<file path="src/rtl/channel_uploader_if.sv">
// Channel-side read port and transmitter byte stream of the channel uploader.
interface channel_uploader_if;
  localparam int unsigned WORD_W  = 32;
  localparam int unsigned BYTE_W  = 8;
  localparam int unsigned COUNT_W = 16;

  logic               enable;
  logic               available;
  logic               o_read;
  logic [WORD_W-1:0]  i_data;
  logic [BYTE_W-1:0]  tx_data;
  logic               tx_valid;
  logic               tx_ready;
  logic               busy;
  logic [COUNT_W-1:0] word_count;

  modport master (
    input  enable, available, i_data, tx_ready,
    output o_read, tx_data, tx_valid, busy, word_count
  );

  modport slave (
    output enable, available, i_data, tx_ready,
    input  o_read, tx_data, tx_valid, busy, word_count
  );
endinterface

</file>
<file path="src/rtl/channel_uploader.sv">
// Channel uploader: pops 32-bit words from a capture channel FIFO with an
// edge-triggered read strobe and streams them out as bytes on valid/ready.
// Optional macro CHANNEL_UPLOADER_SYNC_HEADER_EN prefixes every word with 0xA5.
module channel_uploader #(
  parameter int unsigned READ_LATENCY = 2,
  parameter int unsigned LSB_FIRST    = 1
) (
  input  logic               i_clk,
  input  logic               _mrst,
  channel_uploader_if.master bus
);

  localparam int unsigned CNT_W   = 4;
  localparam int unsigned IDX_W   = 3;
  localparam int unsigned WORD_W  = 32;
  localparam int unsigned BYTE_W  = 8;
  localparam int unsigned COUNT_W = 16;
`ifdef CHANNEL_UPLOADER_SYNC_HEADER_EN
  localparam int unsigned NUM_BYTES = 5;
  localparam logic [BYTE_W-1:0] SYNC_BYTE = 8'hA5;
`else
  localparam int unsigned NUM_BYTES = 4;
`endif
  localparam logic [IDX_W-1:0] LAST_IDX = IDX_W'(NUM_BYTES - 1);

  typedef enum logic [2:0] {
    IDLE = 3'd0,
    REQ  = 3'd1,
    WAIT = 3'd2,
    SEND = 3'd3,
    GAP  = 3'd4
  } state_t;

  state_t             state_q, state_d;
  logic [CNT_W-1:0]   cnt_q, cnt_d;
  logic [IDX_W-1:0]   idx_q, idx_d;
  logic [WORD_W-1:0]  shreg_q, shreg_d;
  logic [WORD_W-1:0]  shifted;
  logic [BYTE_W-1:0]  tx_data_q, tx_data_d;
  logic [COUNT_W-1:0] wc_q, wc_d;
  logic               o_read_q, o_read_d;
  logic               tx_valid_q, tx_valid_d;
  logic               busy_q, busy_d;

  // Byte at the transmit end of the shift register.
  function automatic logic [BYTE_W-1:0] head(input logic [WORD_W-1:0] w);
    return (LSB_FIRST != 0) ? w[7:0] : w[31:24];
  endfunction

  // Shift the next byte into the transmit position.
  function automatic logic [WORD_W-1:0] shift(input logic [WORD_W-1:0] w);
    return (LSB_FIRST != 0) ? {8'h00, w[31:8]} : {w[23:0], 8'h00};
  endfunction

  // Next-state and next-output logic.
  always_comb begin
    state_d   = state_q;
    cnt_d     = cnt_q;
    idx_d     = idx_q;
    shreg_d   = shreg_q;
    tx_data_d = tx_data_q;
    wc_d      = wc_q;
    shifted   = shift(shreg_q);

    case (state_q)
      IDLE: begin
        if (bus.enable && bus.available) begin
          state_d = REQ;
        end
      end
      REQ: begin
        cnt_d   = CNT_W'(READ_LATENCY);
        state_d = WAIT;
      end
      WAIT: begin
        cnt_d = cnt_q - CNT_W'(1);
        // Last wait cycle: the FIFO word is valid on i_data now.
        if (cnt_q <= CNT_W'(1)) begin
          shreg_d = bus.i_data;
          idx_d   = '0;
`ifdef CHANNEL_UPLOADER_SYNC_HEADER_EN
          tx_data_d = SYNC_BYTE;
`else
          tx_data_d = head(bus.i_data);
`endif
          state_d = SEND;
        end
      end
      SEND: begin
        if (bus.tx_ready) begin
          if (idx_q == LAST_IDX) begin
            idx_d   = '0;
            wc_d    = wc_q + COUNT_W'(1);
            state_d = GAP;
          end else begin
            idx_d = idx_q + IDX_W'(1);
`ifdef CHANNEL_UPLOADER_SYNC_HEADER_EN
            // After the header the first data byte is already in place.
            if (idx_q == '0) begin
              tx_data_d = head(shreg_q);
            end else begin
              shreg_d   = shifted;
              tx_data_d = head(shifted);
            end
`else
            shreg_d   = shifted;
            tx_data_d = head(shifted);
`endif
          end
        end
      end
      GAP: begin
        state_d = IDLE;
      end
      default: begin
        state_d = IDLE;
      end
    endcase

    o_read_d   = (state_d == REQ);
    tx_valid_d = (state_d == SEND);
    busy_d     = (state_d != IDLE);
  end

  // State and registered outputs; synchronous reset drops any word in flight.
  always_ff @(posedge i_clk) begin
    if (!_mrst) begin
      state_q    <= IDLE;
      cnt_q      <= '0;
      idx_q      <= '0;
      shreg_q    <= '0;
      tx_data_q  <= '0;
      wc_q       <= '0;
      o_read_q   <= 1'b0;
      tx_valid_q <= 1'b0;
      busy_q     <= 1'b0;
    end else begin
      state_q    <= state_d;
      cnt_q      <= cnt_d;
      idx_q      <= idx_d;
      shreg_q    <= shreg_d;
      tx_data_q  <= tx_data_d;
      wc_q       <= wc_d;
      o_read_q   <= o_read_d;
      tx_valid_q <= tx_valid_d;
      busy_q     <= busy_d;
    end
  end

  assign bus.o_read     = o_read_q;
  assign bus.tx_data    = tx_data_q;
  assign bus.tx_valid   = tx_valid_q;
  assign bus.busy       = busy_q;
  assign bus.word_count = wc_q;

endmodule

</file>
<file path="src/flat_wrapper.sv">
// flat-port wrapper written by rule: the top's interface ports become plain ports
module channel_uploader_flat 
#(
  parameter int unsigned READ_LATENCY = 2,
  parameter int unsigned LSB_FIRST    = 1
)
  (i_clk, _mrst, bus_enable, bus_available, bus_i_data, bus_tx_ready, bus_o_read, bus_tx_data, bus_tx_valid, bus_busy, bus_word_count);
  channel_uploader_if bus_i ();
  input  logic i_clk;
  input  logic _mrst;
  input wire logic [$bits(bus_i.enable)-1:0] bus_enable;
  input wire logic [$bits(bus_i.available)-1:0] bus_available;
  input wire logic [$bits(bus_i.i_data)-1:0] bus_i_data;
  input wire logic [$bits(bus_i.tx_ready)-1:0] bus_tx_ready;
  output wire logic [$bits(bus_i.o_read)-1:0] bus_o_read;
  output wire logic [$bits(bus_i.tx_data)-1:0] bus_tx_data;
  output wire logic [$bits(bus_i.tx_valid)-1:0] bus_tx_valid;
  output wire logic [$bits(bus_i.busy)-1:0] bus_busy;
  output wire logic [$bits(bus_i.word_count)-1:0] bus_word_count;
  assign bus_i.enable = bus_enable;
  assign bus_i.available = bus_available;
  assign bus_i.i_data = bus_i_data;
  assign bus_i.tx_ready = bus_tx_ready;
  assign bus_o_read = bus_i.o_read;
  assign bus_tx_data = bus_i.tx_data;
  assign bus_tx_valid = bus_i.tx_valid;
  assign bus_busy = bus_i.busy;
  assign bus_word_count = bus_i.word_count;
  channel_uploader #(.READ_LATENCY(READ_LATENCY), .LSB_FIRST(LSB_FIRST)) u_core (.i_clk(i_clk), ._mrst(_mrst), .bus(bus_i));
endmodule
</file>
<file path="config.mk">
export PLATFORM = sky130hd
export DESIGN_NAME = channel_uploader_flat
export DESIGN_NICKNAME = d
export VERILOG_FILES = /design/src/rtl/channel_uploader_if.sv /design/src/rtl/channel_uploader.sv /design/src/flat_wrapper.sv
export SDC_FILE = /design/constraint.sdc
export NUM_CORES = 1
export LEC_CHECK = 0
export CORE_UTILIZATION = 45
export DETAILED_ROUTE_END_ITERATION = 8
export HOLD_SLACK_MARGIN = 0.1
export PLACE_DENSITY = 0.73
export SLEW_MARGIN = 30
export SYNTH_ARGS = -nofsm -noshare
export SYNTH_HDL_FRONTEND = slang
export SYNTH_SLANG_ARGS = --single-unit
</file>
<file path="constraint.sdc">
create_clock -name i_clk -period 2.05 [get_ports i_clk]
set_input_delay 0.205 -clock i_clk [delete_from_list [all_inputs] [get_ports i_clk]]
set_output_delay 0.205 -clock i_clk [all_outputs]
set_load 0.005 [all_outputs]
</file>
==> results_dict.tcl <==
set metrics [dict create \
    worstPathCellList "or4b_4, o32ai_4, buf_4, nand2_4, a32o_1" \
    htreeDepth 3 \
    cts_hold_buffers 0 \
    setup_viol 0 \
    synth_warnings 0 \
    final_core_util 0.615 \
    min_path_type "in2reg" \
    tns_ns 0 \
    fp.coreArea_um2 6060 \
    worst_slew_pin_slew_ns 0.483 \
    cts_tree "built" \
    hold-path-endpoint "u_core.state_q[1]$_SDFF_PN0_" \
    worst_path_max_delay_cell "or4b_4" \
    synth_commonest_cells "dfxtp_1 (61), o21ai_0 (37), nor2_1 (31)" \
    antenna_found_initial 0 \
    crit_buf_inv 1 \
    critical_path.max_fanout 10 \
    crit_required_ns 2.28 \
    wl_met2_um 2940 \
    p_leak_nw 1.63 \
    critPathMaxStageDelay_ns 0.57 \
    multiInputGateArea_um2 1460 \
    cts.clk_slew.worst_paths_ns 0.06 \
    vias_per_cell 5.60 \
    gp_congestion 0.827 \
    first_pass_iters 4 \
    synth_top_area_cell "dfxtp_1" \
    cts_buffer_depth 2 \
    synthCells 322 \
    clkSinkCount 61 \
    setup_ws_ns 0.155 \
    final.min_clock_period_ns 1.90 \
    wire_per_inst_um 14.0 \
    seqCellArea_um2 1220 \
    dp_cells 441 \
    drive_above_1_share 0.0866 \
    grt_pass1_wl_um 10700 \
    synthToLayoutAreaGrowth_pct 29.1 \
    vias 2555 \
    reg2reg_to "u_core.shreg_q[24]$_SDFFE_PN0P_" \
    cts_made_buffers 9 \
    wirelength_um 6380 \
    peakVddDrop_mv 0.486 \
    status "complete, no violations" \
    fin_cells 456 \
    maxCapViolations 0 \
    dieArea_um2 6740 \
    die_h_um 82.1 \
    synth_top_area_frac 0.423 \
    maxUsedRoutingLayer "met4" \
    yosysUniqueCellTypes 43 \
    synth_ff_type "dfxtp_1" \
    row_count 28 \
    final_hold_viol_count 0 \
    avgSynthCellArea_um2 8.96 \
    ant_nets 0 \
    gr-total-overflow 0 \
    worstHoldStart "_mrst" \
    dpl_worst_slack_ns 0.107 \
    path_delay_family "simple AND/OR/NAND/NOR gates" \
    synth_most_common_cell "dfxtp_1" \
    dpl.hpwl_um 4470 \
    drtIter0Drc 176 \
    dr_wl_met3_um 275 \
    synth_area_leaders "dfxtp_1 (42%), o211a_1 (8.3%), o21ai_0 (6.4%)" \
    power_density_nw_per_um2 718 \
    cts_root_buffer "clkbuf_8" \
    first_global_vias 2234 \
    grt_max_degree 29 \
    fin_worst_skew_ns 0.00460 \
    wl_met1_um 3050 \
    cts_resized 0 \
    initial_utilization 0.476 \
    drv_slew 0 \
    grt_setup_unrepaired "false" \
    die_w_um 82.1 \
    nFillCells 533 \
    slew_headroom 0.675 \
    arrival_ns 2.13 \
    ys_ff_latch 61 \
    fin_nets 418 \
    netlist_area_um2 2890 \
    r2r_start "u_core.cnt_q[2]$_SDFFE_PN0P_" \
    synth-edff-count 0 \
    port_buffers 63 \
    fmax_mhz 528 \
    async_flop_share 0 \
    cts_setup_buffers 0 \
    setup.worst_path.end_class "register" \
    cp-start-kind "register" \
    syn-num-nets 363 \
    path_class "reg2reg" \
    r2r_setup_slack_ns 0.15 \
    drc_errors 0 \
    synth-seq-area-share 0.423 \
    ios 64 \
    insertion_delay_ns 0.34 \
    antenna_cells 0 \
    hold_path_depth 3 \
    reg2regPathDepth 5 \
    fin_crit_sh 0.925 \
    grt.total_usage 0.211 \
]
cells by family after synthesis:
group                      Yosys count  synth area share
and+or+nand+nor                    118             0.228
AOI/OAI and AO/OA                   87             0.221
DFF                                 61             0.423
buffers and inverters               41            0.0750
xor gates and xnor gates             7            0.0212
muxes                                4            0.0143
adders and majority gates            4            0.0173
sequential cells by signal, indices dropped and copies added, names as in the netlist:
register and count:
u_core.idx_q 3, u_core.state_q 3, u_core.bus.tx_data 7, u_core.cnt_q 4
u_core.shreg_q 25, u_core.bus.busy 1, u_core.bus.word_count 16, u_core.bus.tx_valid 1
u_core.bus.o_read 1
power by group:
part | switching [mW] | total [mW] | leakage (nW) | internal (mW)
registers | 0.0448 | 1.31 | 0.495 | 1.27
clock network | 0.441 | 0.971 | 0.0926 | 0.530
logic | 0.171 | 0.394 | 1.04 | 0.224
cell type report:
class	instances	area share
Clock buffer	14	0.0463
Clock inverter	1	0.00134
Inverter	8	0.00806
Multi-Input combinational cell	220	0.392
Sequential cell	61	0.328
Tap cell	75	0.0252
Timing Repair Buffer	77	0.199
through the flow:
stage                     hold WS, ns  area, µm²  power [mW]
after floorplan                 0.331       2890        1.57
after global placement          0.470       3540        1.71
after detailed placement        0.473       3540        1.72
after CTS                       0.242       3710        2.68
after global routing            0.283       3730        2.80
final                           0.247       3730        2.68
routing by layer:
layer | track usage | vias up
li1 | - | 1267
met1 | 0.280 | 1211
met2 | 0.321 | 65
met3 | 0.0560 | 12
met4 | 0.0877 | 0
met5 | 0 | -
worst max-delay path by stage:
stage / from / slack (ns) / cells after the start / end
after floorplan: u_core.cnt_q[2]$_SDFFE_PN0P_ / 0.28 / 5 / u_core.shreg_q[24]$_SDFFE_PN0P_
after global placement: bus_tx_ready / 0.15 / 5 / u_core.bus.word_count[15]$_SDFFE_PN0P_
after detailed placement: bus_tx_ready / 0.11 / 5 / u_core.bus.word_count[15]$_SDFFE_PN0P_
after CTS: u_core.cnt_q[2]$_SDFFE_PN0P_ / 0.11 / 5 / u_core.shreg_q[25]$_SDFFE_PN0P_
after global routing: u_core.idx_q[0]$_SDFFE_PN0P_ / 0.01 / 5 / u_core.bus.word_count[15]$_SDFFE_PN0P_
final: u_core.cnt_q[2]$_SDFFE_PN0P_ / 0.15 / 5 / u_core.shreg_q[24]$_SDFFE_PN0P_
tightest hold or removal path, cell delays in order:
cell,delay (ns)
buf_2,0.18
nand2b_1,0.12
nor2_1,0.05
placed cells by master, fill, tap and decap left out, types with 10 or more instances in the layout:
cell	count
and2_1	10
o21ai_0	37
nor2_1	31
clkbuf_8	12
clkdlybuf4s50_1	62
buf_4	13
dfxtp_1	61
o211a_1	24
nor3_1	28
(Power assumes the default switching activity.)
